**src/rtl/mc_ctrl_pkg.sv**
```systemverilog
// Shared encodings for the multi-cycle MIPS controller: states, opcodes, ALUop, mux selects.
// The optional memory wait handshake (MCTRL_MEM_WAIT_EN) is implemented in multicycle_ctrl.
package mc_ctrl_pkg;

    typedef enum logic [3:0] {
        IDLE     = 4'd0,
        FETCH    = 4'd1,
        DECODE   = 4'd2,
        MEM_ADDR = 4'd3,
        MEM_RD   = 4'd4,
        MEM_WB   = 4'd5,
        MEM_WR   = 4'd6,
        R_EXEC   = 4'd7,
        R_WB     = 4'd8,
        BRANCH   = 4'd9,
        JUMP     = 4'd10,
        I_EXEC   = 4'd11,
        I_WB     = 4'd12
    } state_t;

    localparam logic [5:0] OP_RTYPE = 6'b000000;
    localparam logic [5:0] OP_LW    = 6'b100011;
    localparam logic [5:0] OP_SW    = 6'b101011;
    localparam logic [5:0] OP_BEQ   = 6'b000100;
    localparam logic [5:0] OP_J     = 6'b000010;
    localparam logic [5:0] OP_ADDI  = 6'b001000;
    localparam logic [5:0] OP_ORI   = 6'b001101;

    // ALUop is also decoded by the ALU control block, so keep these in sync with it.
    localparam logic [2:0] ALUOP_ADD   = 3'b000;
    localparam logic [2:0] ALUOP_SUB   = 3'b001;
    localparam logic [2:0] ALUOP_OR    = 3'b010;
    localparam logic [2:0] ALUOP_RTYPE = 3'b100;

    localparam logic [1:0] PCSRC_ALU    = 2'b00;
    localparam logic [1:0] PCSRC_ALUOUT = 2'b01;
    localparam logic [1:0] PCSRC_JUMP   = 2'b10;

    localparam logic [1:0] SRCB_REG    = 2'b00;
    localparam logic [1:0] SRCB_FOUR   = 2'b01;
    localparam logic [1:0] SRCB_IMM    = 2'b10;
    localparam logic [1:0] SRCB_IMM_SH = 2'b11;

    typedef struct packed {
        logic       pc_write;
        logic       pc_write_cond;
        logic       iord;
        logic       mem_read;
        logic       mem_write;
        logic       ir_write;
        logic       mem_to_reg;
        logic       reg_write;
        logic       reg_dst;
        logic       alu_src_a;
        logic       ext_zero;
        logic       instr_done;
        logic [1:0] pc_source;
        logic [1:0] alu_src_b;
        logic [2:0] alu_op;
    } ctrl_word_t;

    localparam ctrl_word_t CTRL_NONE = '0;

    function automatic logic is_known_op(input logic [5:0] op);
        return (op == OP_RTYPE) || (op == OP_LW) || (op == OP_SW) || (op == OP_BEQ) ||
               (op == OP_J) || (op == OP_ADDI) || (op == OP_ORI);
    endfunction

endpackage

```
**src/rtl/multicycle_ctrl_if.sv**
```systemverilog
// Controller <-> datapath bundle. master = controller side, slave = datapath side.
// Controller outputs keep the datapath's historical MIPS signal names.
interface multicycle_ctrl_if;

    logic [5:0] opcode;
    logic       zero;
    logic       mem_ready;

    logic       PCWrite;
    logic       PCWriteCond;
    logic       IorD;
    logic       MemRead;
    logic       MemWrite;
    logic       IRWrite;
    logic       MemtoReg;
    logic       RegWrite;
    logic       RegDst;
    logic       ALUSrcA;
    logic       ext_zero;
    logic [1:0] PCSource;
    logic [1:0] ALUSrcB;
    logic [2:0] ALUop;
    logic [3:0] state;
    logic       instr_done;
    logic       illegal;

    // mem_ready is a level: a memory access state completes on the edge where it is 1.
    modport master (
        input  opcode, zero, mem_ready,
        output PCWrite, PCWriteCond, IorD, MemRead, MemWrite, IRWrite, MemtoReg,
               RegWrite, RegDst, ALUSrcA, ext_zero, PCSource, ALUSrcB, ALUop,
               state, instr_done, illegal
    );

    modport slave (
        output opcode, zero, mem_ready,
        input  PCWrite, PCWriteCond, IorD, MemRead, MemWrite, IRWrite, MemtoReg,
               RegWrite, RegDst, ALUSrcA, ext_zero, PCSource, ALUSrcB, ALUop,
               state, instr_done, illegal
    );

endinterface

```
**src/rtl/mc_ctrl_outdec.sv**
```systemverilog
// Combinational state + opcode -> control word decoder for the multi-cycle controller.
// Fed with the next state, so the registered result lines up with that state's cycle.
module mc_ctrl_outdec
    import mc_ctrl_pkg::*;
(
    input  state_t     st,
    input  logic [5:0] opcode,
    output ctrl_word_t ctrl
);

    always_comb begin
        ctrl = CTRL_NONE;
        case (st)
            FETCH: begin
                ctrl.mem_read  = 1'b1;
                ctrl.ir_write  = 1'b1;
                ctrl.pc_write  = 1'b1;
                ctrl.alu_src_b = SRCB_FOUR;
                ctrl.alu_op    = ALUOP_ADD;
            end
            DECODE: begin
                ctrl.alu_src_b = SRCB_IMM_SH;
                ctrl.alu_op    = ALUOP_ADD;
            end
            MEM_ADDR: begin
                ctrl.alu_src_a = 1'b1;
                ctrl.alu_src_b = SRCB_IMM;
                ctrl.alu_op    = ALUOP_ADD;
            end
            MEM_RD: begin
                ctrl.mem_read = 1'b1;
                ctrl.iord     = 1'b1;
            end
            MEM_WB: begin
                ctrl.reg_write  = 1'b1;
                ctrl.mem_to_reg = 1'b1;
                ctrl.instr_done = 1'b1;
            end
            MEM_WR: begin
                ctrl.mem_write  = 1'b1;
                ctrl.iord       = 1'b1;
                ctrl.instr_done = 1'b1;
            end
            R_EXEC: begin
                ctrl.alu_src_a = 1'b1;
                ctrl.alu_op    = ALUOP_RTYPE;
            end
            R_WB: begin
                ctrl.reg_write  = 1'b1;
                ctrl.reg_dst    = 1'b1;
                ctrl.instr_done = 1'b1;
            end
            BRANCH: begin
                ctrl.alu_src_a     = 1'b1;
                ctrl.alu_op        = ALUOP_SUB;
                ctrl.pc_write_cond = 1'b1;
                ctrl.pc_source     = PCSRC_ALUOUT;
                ctrl.instr_done    = 1'b1;
            end
            JUMP: begin
                ctrl.pc_write   = 1'b1;
                ctrl.pc_source  = PCSRC_JUMP;
                ctrl.instr_done = 1'b1;
            end
            I_EXEC: begin
                ctrl.alu_src_a = 1'b1;
                ctrl.alu_src_b = SRCB_IMM;
                // ori zero-extends its immediate; addi keeps the sign-extended add
                if (opcode == OP_ORI) begin
                    ctrl.alu_op   = ALUOP_OR;
                    ctrl.ext_zero = 1'b1;
                end else begin
                    ctrl.alu_op   = ALUOP_ADD;
                end
            end
            I_WB: begin
                ctrl.reg_write  = 1'b1;
                ctrl.instr_done = 1'b1;
            end
            default: ctrl = CTRL_NONE;
        endcase
    end

endmodule

```
**src/rtl/multicycle_ctrl.sv**
```systemverilog
// Multi-cycle MIPS main control FSM: state register, registered control word, memory wait.
// Define MCTRL_MEM_WAIT_EN to stall FETCH/MEM_RD/MEM_WR until mem_ready is high.
module multicycle_ctrl
    import mc_ctrl_pkg::*;
(
    input  logic              clk,
    input  logic              rst_n,
    multicycle_ctrl_if.master bus
);

    state_t     state_q;
    state_t     state_d;
    ctrl_word_t ctrl_d;
    ctrl_word_t ctrl_q;
    logic       ready;
    logic       stall;
    logic       unused_inputs;

`ifdef MCTRL_MEM_WAIT_EN
    assign ready = bus.mem_ready;
`else
    assign ready = 1'b1;
`endif

    // zero goes straight to the datapath PC-enable; the controller never looks at it
    assign unused_inputs = &{1'b0, bus.zero, bus.mem_ready};

    assign stall = ((state_q == FETCH) || (state_q == MEM_RD) || (state_q == MEM_WR)) & ~ready;

    always_ff @(posedge clk or negedge rst_n) begin
        if (!rst_n) begin
            state_q <= IDLE;
        end else begin
            state_q <= state_d;
        end
    end

    always_comb begin
        state_d = state_q;
        case (state_q)
            IDLE:     state_d = FETCH;
            FETCH:    if (ready) state_d = DECODE;
            DECODE: begin
                case (bus.opcode)
                    OP_RTYPE:        state_d = R_EXEC;
                    OP_LW, OP_SW:    state_d = MEM_ADDR;
                    OP_BEQ:          state_d = BRANCH;
                    OP_J:            state_d = JUMP;
                    OP_ADDI, OP_ORI: state_d = I_EXEC;
                    default:         state_d = FETCH;
                endcase
            end
            MEM_ADDR: state_d = (bus.opcode == OP_LW) ? MEM_RD : MEM_WR;
            MEM_RD:   if (ready) state_d = MEM_WB;
            MEM_WR:   if (ready) state_d = FETCH;
            R_EXEC:   state_d = R_WB;
            I_EXEC:   state_d = I_WB;
            MEM_WB, R_WB, I_WB, BRANCH, JUMP: state_d = FETCH;
            default:  state_d = IDLE;
        endcase
    end

    mc_ctrl_outdec u_outdec (
        .st     (state_d),
        .opcode (bus.opcode),
        .ctrl   (ctrl_d)
    );

    always_ff @(posedge clk or negedge rst_n) begin
        if (!rst_n) begin
            ctrl_q <= CTRL_NONE;
        end else begin
            ctrl_q <= ctrl_d;
        end
    end

    // Commit strobes are masked while a memory state is still waiting on mem_ready
    assign bus.PCWrite     = ctrl_q.pc_write & ~stall;
    assign bus.IRWrite     = ctrl_q.ir_write & ~stall;
    assign bus.instr_done  = ctrl_q.instr_done & ~stall;
    assign bus.PCWriteCond = ctrl_q.pc_write_cond;
    assign bus.IorD        = ctrl_q.iord;
    assign bus.MemRead     = ctrl_q.mem_read;
    assign bus.MemWrite    = ctrl_q.mem_write;
    assign bus.MemtoReg    = ctrl_q.mem_to_reg;
    assign bus.RegWrite    = ctrl_q.reg_write;
    assign bus.RegDst      = ctrl_q.reg_dst;
    assign bus.ALUSrcA     = ctrl_q.alu_src_a;
    assign bus.ext_zero    = ctrl_q.ext_zero;
    assign bus.PCSource    = ctrl_q.pc_source;
    assign bus.ALUSrcB     = ctrl_q.alu_src_b;
    assign bus.ALUop       = ctrl_q.alu_op;
    assign bus.state       = state_q;

    // The opcode only becomes valid during DECODE, so this flag is decoded from the live IR
    assign bus.illegal = (state_q == DECODE) & ~is_known_op(bus.opcode);

endmodule

```
**src/flat_wrapper.sv**
```systemverilog
// flat-port wrapper written by rule: the top's interface ports become plain ports
module multicycle_ctrl_flat import mc_ctrl_pkg::*;
  (clk, rst_n, bus_opcode, bus_zero, bus_mem_ready, bus_PCWrite, bus_PCWriteCond, bus_IorD, bus_MemRead, bus_MemWrite, bus_IRWrite, bus_MemtoReg, bus_RegWrite, bus_RegDst, bus_ALUSrcA, bus_ext_zero, bus_PCSource, bus_ALUSrcB, bus_ALUop, bus_state, bus_instr_done, bus_illegal);
  multicycle_ctrl_if bus_i ();
  input  logic clk;
  input  logic rst_n;
  input wire logic [$bits(bus_i.opcode)-1:0] bus_opcode;
  input wire logic [$bits(bus_i.zero)-1:0] bus_zero;
  input wire logic [$bits(bus_i.mem_ready)-1:0] bus_mem_ready;
  output wire logic [$bits(bus_i.PCWrite)-1:0] bus_PCWrite;
  output wire logic [$bits(bus_i.PCWriteCond)-1:0] bus_PCWriteCond;
  output wire logic [$bits(bus_i.IorD)-1:0] bus_IorD;
  output wire logic [$bits(bus_i.MemRead)-1:0] bus_MemRead;
  output wire logic [$bits(bus_i.MemWrite)-1:0] bus_MemWrite;
  output wire logic [$bits(bus_i.IRWrite)-1:0] bus_IRWrite;
  output wire logic [$bits(bus_i.MemtoReg)-1:0] bus_MemtoReg;
  output wire logic [$bits(bus_i.RegWrite)-1:0] bus_RegWrite;
  output wire logic [$bits(bus_i.RegDst)-1:0] bus_RegDst;
  output wire logic [$bits(bus_i.ALUSrcA)-1:0] bus_ALUSrcA;
  output wire logic [$bits(bus_i.ext_zero)-1:0] bus_ext_zero;
  output wire logic [$bits(bus_i.PCSource)-1:0] bus_PCSource;
  output wire logic [$bits(bus_i.ALUSrcB)-1:0] bus_ALUSrcB;
  output wire logic [$bits(bus_i.ALUop)-1:0] bus_ALUop;
  output wire logic [$bits(bus_i.state)-1:0] bus_state;
  output wire logic [$bits(bus_i.instr_done)-1:0] bus_instr_done;
  output wire logic [$bits(bus_i.illegal)-1:0] bus_illegal;
  assign bus_i.opcode = bus_opcode;
  assign bus_i.zero = bus_zero;
  assign bus_i.mem_ready = bus_mem_ready;
  assign bus_PCWrite = bus_i.PCWrite;
  assign bus_PCWriteCond = bus_i.PCWriteCond;
  assign bus_IorD = bus_i.IorD;
  assign bus_MemRead = bus_i.MemRead;
  assign bus_MemWrite = bus_i.MemWrite;
  assign bus_IRWrite = bus_i.IRWrite;
  assign bus_MemtoReg = bus_i.MemtoReg;
  assign bus_RegWrite = bus_i.RegWrite;
  assign bus_RegDst = bus_i.RegDst;
  assign bus_ALUSrcA = bus_i.ALUSrcA;
  assign bus_ext_zero = bus_i.ext_zero;
  assign bus_PCSource = bus_i.PCSource;
  assign bus_ALUSrcB = bus_i.ALUSrcB;
  assign bus_ALUop = bus_i.ALUop;
  assign bus_state = bus_i.state;
  assign bus_instr_done = bus_i.instr_done;
  assign bus_illegal = bus_i.illegal;
  multicycle_ctrl u_core (.clk(clk), .rst_n(rst_n), .bus(bus_i));
endmodule
```
**config.mk**
```make
export PLATFORM = sky130hd
export DESIGN_NAME = multicycle_ctrl_flat
export DESIGN_NICKNAME = d
export VERILOG_FILES = /design/src/rtl/mc_ctrl_pkg.sv /design/src/rtl/multicycle_ctrl_if.sv /design/src/rtl/mc_ctrl_outdec.sv /design/src/rtl/multicycle_ctrl.sv /design/src/flat_wrapper.sv
export SDC_FILE = /design/constraint.sdc
export NUM_CORES = 1
export LEC_CHECK = 0
export CELL_PAD_IN_SITES_DETAIL_PLACEMENT = 0
export CELL_PAD_IN_SITES_GLOBAL_PLACEMENT = 1
export CORE_MARGIN = 3
export CORE_UTILIZATION = 37
export CTS_BUF_LIST = sky130_fd_sc_hd__clkbuf_2
export DETAILED_ROUTE_END_ITERATION = 6
export GPL_ROUTABILITY_DRIVEN = 0
export MAX_ROUTING_LAYER = met4
export PLACE_DENSITY_LB_ADDON = 0.1
export SLEW_MARGIN = 10
export SYNTH_ARGS = -nofsm -noshare
export SYNTH_HDL_FRONTEND = slang
export SYNTH_HIERARCHICAL = 1
export SYNTH_SLANG_ARGS = --single-unit
```
**constraint.sdc**
```tcl
create_clock -name clk -period 2.7 [get_ports clk]
set_input_delay 0.81 -clock clk [delete_from_list [all_inputs] [get_ports clk]]
set_output_delay 0.81 -clock clk [all_outputs]
set_load 0.05 [all_outputs]
```
==> results.json, run 1 <==
{
  "slew_headroom": 0.662,
  "tightestPinTransition_ps": 505,
  "drtAntennaViolNets": 0,
  "dieArea_sq_um": 3760,
  "synth_cells": 102,
  "hold_path.class": "primary input to asynchronous set/reset pin",
  "synth_edf_count": 0,
  "dp_cells": 180,
  "drtPass1Iterations": 4,
  "cts_buffers": 3,
  "vias_per_cell": 5.09,
  "grt_max_degree": 24,
  "grt_usage": 0.150,
  "post_dp_cell_area_sq_um": 1610,
  "grt_pass1_vias": 954,
  "setup_ws_ps": 8.03,
  "clkSinkCount": 23,
  "start_util": 0.401,
  "synthesis.nets": 112,
  "diodes": 0,
  "io_buffers": 31,
  "cp-start-kind": "primary input",
  "crit_start": "bus_opcode[2]",
  "antenna_found_initial": 0,
  "hold_slack_ps": 811,
  "num-nets-final": 165,
  "drt_iter0_drc": 24,
  "grt_first_pass_wirelength_microns": 4130,
  "io_pins": 34,
  "routed_wl_microns": 2490,
  "rows": 19,
  "cp.required_ps": 1890,
  "hold_viol_final": 0,
  "critPathKind": "primary input to primary output",
  "synth_cell_types": 44,
  "arrival_ps": 1880,
  "ys_ff_latch": 23,
  "instances_no_fill": 185,
  "fillers": 256,
  "clockRootBuffer": "clkbuf_2",
  "num_vias": 942,
  "ff2ff_setup_slack_ps": 440,
  "yosysTopAreaCellShare": 0.508,
  "syn2layout_area_growth_pct": 49.8,
  "max_freq_mhz": 371,
  "post_drt_wl_per_cell_microns": 13.5,
  "core_area_sq_um": 2830,
  "min_period_ps": 2690,
  "cts_tree": "yes",
  "setup-tns-final_ps": 0,
  "drt_drc_violations_left": 0,
  "pwr_density_cell_nw_per_um2": 1080,
  "end_kind": "primary output",
  "syn_area_per_cell_sq_um": 11.1,
  "clock-skew-final_ps": 7.32,
  "layout_common_cells": "clkdlybuf4s50_1, dfrtp_1, buf_4",
  "yosysSeqAreaShare": 0.508,
  "fp.dieW_microns": 61.4,
  "maxSlewViolCount": 0,
  "rsz0062_at_grt": "yes",
  "post-route-period-util": 0.997,
  "ys.flop_type": "dfrtp_1",
  "clkLatencyLatePin_ps": 320,
  "ys_top_cells_by_area": "dfrtp_1, nor2_1, buf_6",
  "cellLeakagePower_nw": 0.775,
  "critPathMaxFanout": 4,
  "design_area_sq_um": 1700,
  "die_y_microns": 61.4,
  "rr_startpoint": "u_core/bus.state[1]$_DFF_PN0_",
  "drive_above_1_share": 0.357,
  "yosysWarnings": 6,
  "synthesis.area_sq_um": 1130,
  "seqCellArea_sq_um": 576,
  "grt.overflow.total": 0,
  "status": "finished clean",
  "ir_drop_v": 0.000714,
  "clockBufferDepth": 2,
  "cap_violations": 0,
  "finalSetupViolations": 0,
  "dp_hpwl_microns": 1800,
  "synth_top_area_cell": "dfrtp_1",
  "htreeDepth": 1,
  "dp_slack_ps": -502,
  "clk_pin_slew_ps": 210,
  "async_flop_share": 1.00,
  "multi_input_area_sq_um": 534
}
[cells in the mapped netlist (all sizes together), types with 3 or more instances]
cell / n
nand2: 5
buf: 9
nand2b: 3
inv: 3
a21oi: 4
o21ai: 5
nor4: 3
dfrtp: 23
nand3b: 3
nor3: 3
nor2: 9
[flip-flops by register name, summed over array words and instances (netlist names)]
signal                  flops
u_core/bus.IRWrite          1
u_core/bus.instr_done       1
u_core/bus.ALUSrcA          1
u_core/bus.PCWriteCond      1
u_core/bus.state            4
u_core/bus.RegWrite         1
u_core/bus.PCWrite          1
u_core/bus.ext_zero         1
u_core/bus.MemtoReg         1
u_core/bus.PCSource         2
u_core/bus.MemRead          1
u_core/bus.RegDst           1
u_core/bus.IorD             1
u_core/bus.ALUop            3
u_core/bus.ALUSrcB          2
u_core/bus.MemWrite         1
[layout make-up]
| class | count | share of cell area |
|---|---|---|
| Clock buffer | 3 | 0.00884 |
| Clock inverter | 1 | 0.00295 |
| Inverter | 3 | 0.00663 |
| Multi-Input combinational cell | 67 | 0.315 |
| Sequential cell | 23 | 0.339 |
| Tap cell | 31 | 0.0228 |
| Timing Repair Buffer | 57 | 0.305 |
[worst max-delay path, cell delays in order]
cell and delay (ps):
buf_6 110, or2_4 240, a211o_4 340, a21oi_4 170, nor2_2 60, buf_6 150
[metrics by stage]
step | utilization | total power, mW
final | 0.600 | 1.83
after global placement | 0.569 | 1.66
after floorplan | - | 1.28
after CTS | 0.593 | 1.84
after detailed placement | 0.569 | 1.69
after global routing | 0.600 | 1.95
[per-layer routing]
layer / track usage / wire, microns / share of wire
met1: 0.179 / 1160 / 0.46
met2: 0.263 / 1260 / 0.50
met3: 0.0377 / 68 / 0.027
met4: 0.0182 / 10 / 0.0040
met5: - / 0 / 0
[path summary, 6_finish.rpt]
path | endpoint | cells after the start
setup / recovery | bus_illegal | 6
setup reg to reg | u_core/bus.MemRead$_DFF_PN0_ | 5
max in group asynchronous | u_core/bus.IorD$_DFF_PN0_ | 2
min in group clk | u_core/bus.ext_zero$_DFF_PN0_ | 3
hold reg to reg | u_core/bus.state[0]$_DFF_PN0_ | 2
hold / removal | u_core/bus.state[3]$_DFF_PN0_ | 2
[kinds of logic (layout without fill, tap and decap cells)]
family	after synthesis	after routing	share of synthesized area
buf+inv	12	64	0.0751
compound gates	22	22	0.144
simple gates	42	42	0.251
flops	23	23	0.508
xor+xnor	3	3	0.0232
[repair_timing]
item / 4_1_cts / 5_1_grt
hold buffers: 0 / 0
gates resized for setup: 34 / 8
pin swaps: 6 / 6
setup endpoints to repair: 14 / 2
setup buffers: 1 / 0
[power by group]
group          internal (mW)  switching [mW]
combinational          0.501           0.683
clock                 0.0336          0.0967
sequential             0.437          0.0787
(Power assumes the default switching activity.)
==> run 2, diff against run 1 <==
Settings changed: CORE_MARGIN 3 to unset, CORE_UTILIZATION 37 to 33, HOLD_SLACK_MARGIN set to 0.08.
Clock period 2.7 ns to 2.2 ns, I/O delays scaled along.
==> results.json, run 2 (synthesis gave the netlist of run 1 again) <==
{
  "status": "complete, but fails checks",
  "violations": "setup timing",
  "hold_path.class": "primary input to asynchronous set/reset pin",
  "cts_tree": "yes",
  "critPathKind": "primary input to primary output",
  "drive_above_1_share": 0.452,
  "largest_reg_flops": 4,
  "htreeDepth": 1,
  "pwr_density_cell_nw_per_um2": 1310,
  "cellLeakagePower_nw": 1.09,
  "clkSinkCount": 23,
  "cts_buffers": 3,
  "post-route-period-util": 1.07,
  "slew_headroom": 0.660,
  "grt_usage": 0.158,
  "setup_ws_ps": -162,
  "post_drt_wl_per_cell_microns": 12.7,
  "grt_first_pass_wirelength_microns": 4150,
  "arrival_ps": 1700,
  "final_core_util": 0.574,
  "clockPowerShare": 0.068,
  "final_common_cell": "buf_4",
  "clockBufferDepth": 2,
  "combPwrFrac": 0.672,
  "seqCellArea_sq_um": 578,
  "hold_slack_ps": 656,
  "clk_pin_slew_ps": 200,
  "fillers": 279,
  "cp-start-kind": "primary input",
  "end_kind": "primary output",
  "io_pins": 34,
  "core_area_sq_um": 3150,
  "clockRootBuffer": "clkbuf_2",
  "rsz0062_at_grt": "yes",
  "netSwitchingPower_mw": 1.11,
  "grt_pass1_vias": 913,
  "start_util": 0.360,
  "dieArea_sq_um": 3670,
  "min_period_ps": 2360,
  "hold_viol_final": 0,
  "drtPass1Iterations": 4,
  "die_y_microns": 60.6,
  "layout_common_cells": "buf_4, dfrtp_1, dlymetal6s2s_1",
  "num-nets-final": 168,
  "num_vias": 945,
  "dp_hpwl_microns": 1790,
  "finalSetupViolations": 1,
  "tightestPinTransition_ps": 510,
  "fp.dieW_microns": 60.6,
  "clock-skew-final_ps": 1.32,
  "io_buffers": 31,
  "drt_iter0_drc": 28,
  "cp.required_ps": 1540,
  "seqPwrFrac": 0.261,
  "grt_max_degree": 24,
  "syn2layout_area_growth_pct": 59.7,
  "rows": 20,
  "multi_input_area_sq_um": 578,
  "intPower_mw": 1.26,
  "critPathMaxFanout": 3,
  "switching_share": 0.468,
  "ir_drop_v": 0.000741,
  "antenna_found_initial": 0,
  "vias_per_cell": 4.70,
  "maxSlewViolCount": 0,
  "routed_wl_microns": 2550,
  "grt.overflow.total": 0,
  "max_freq_mhz": 423,
  "cap_violations": 0,
  "drtAntennaViolNets": 0,
  "clkLatencyLatePin_ps": 320,
  "drt_drc_violations_left": 0,
  "diodes": 0
}
-- run 2: changes by cell type in the layout (fill, tap and decap cells not counted), moves of 2 or more --
cell             change
dfrtp_1              -2
o21ai_0              -2
a221oi_1             -2
dlymetal6s2s_1      +17
dfrtp_2              +2
o21ai_1              +2
buf_4                +6
clkdlybuf4s50_1     -21
-- run 2: metrics by stage --
step           instance area [sq um]  TNS [ps]  cells  total power [mW]  worst slack (ps)
2_1_floorplan                   1160      -551    102              1.60              -147
3_3_place_gp                    1610    -12940    191              2.07              -736
3_5_place_dp                    1610    -12900    191              2.07              -738
4_1_cts                         1730      -255    201              2.37              -255
5_1_grt                         1810      -328    201              2.52              -195
6_report                        1810      -162    201              2.38              -162
-- run 2: power by group through the flow --
stage                     clock [mW]  sequential, mW  combinational (mW)
final                          0.161           0.619                1.60
after global routing           0.188           0.632                1.70
after CTS                      0.171           0.613                1.59
after detailed placement           0           0.617                1.46
after global placement             0           0.617                1.46
after floorplan                    0           0.988               0.609
-- run 2: what timing repair did --
item | 4_1_cts | 5_1_grt
resized for setup | 34 | 31
setup endpoints to repair | 20 | 33
setup buffers | 5 | 0
pin swaps | 8 | 6
hold buffers | 0 | 0
cloned | 1 | 0
-- run 2: layout make-up --
type,count,area share
clock buffers,3,0.00829
multi-input cells,67,0.319
inverters,3,0.00622
well taps,44,0.0304
clock inverters,1,0.00276
repair buffers,60,0.314
flip-flops and latches,23,0.319
-- run 2: worst max-delay path: stages --
cell     delay (ps)
buf_6           100
or4_4           550
o31ai_4         190
nor2_2           50
buf_6           150
-- run 2: path summary, 6_finish.rpt --
kind	startpoint	endpoint	slack (ps)	cells past startpoint
worst max-delay path	bus_opcode[5]	bus_illegal	-160	5
worst min-delay path	rst_n	u_core/bus.ext_zero$_DFF_PN0_	660	2
worst max register to register	u_core/bus.state[0]$_DFF_PN0_	u_core/bus.PCWrite$_DFF_PN0_	250	5
worst min register to register	u_core/bus.state[1]$_DFF_PN0_	u_core/bus.IRWrite$_DFF_PN0_	790	3
max in group asynchronous	rst_n	u_core/bus.state[3]$_DFF_PN0_	1310	2
min in group clk	bus_opcode[2]	u_core/bus.ext_zero$_DFF_PN0_	730	4
-- run 2: per-layer routing --
layer,share of wire,global-route usage,vias up
met1,0.48,0.209,451
met5,0,-,-
met2,0.48,0.242,20
li1,-,-,472
met3,0.038,0.0384,2
met4,0.0059,0.0422,0
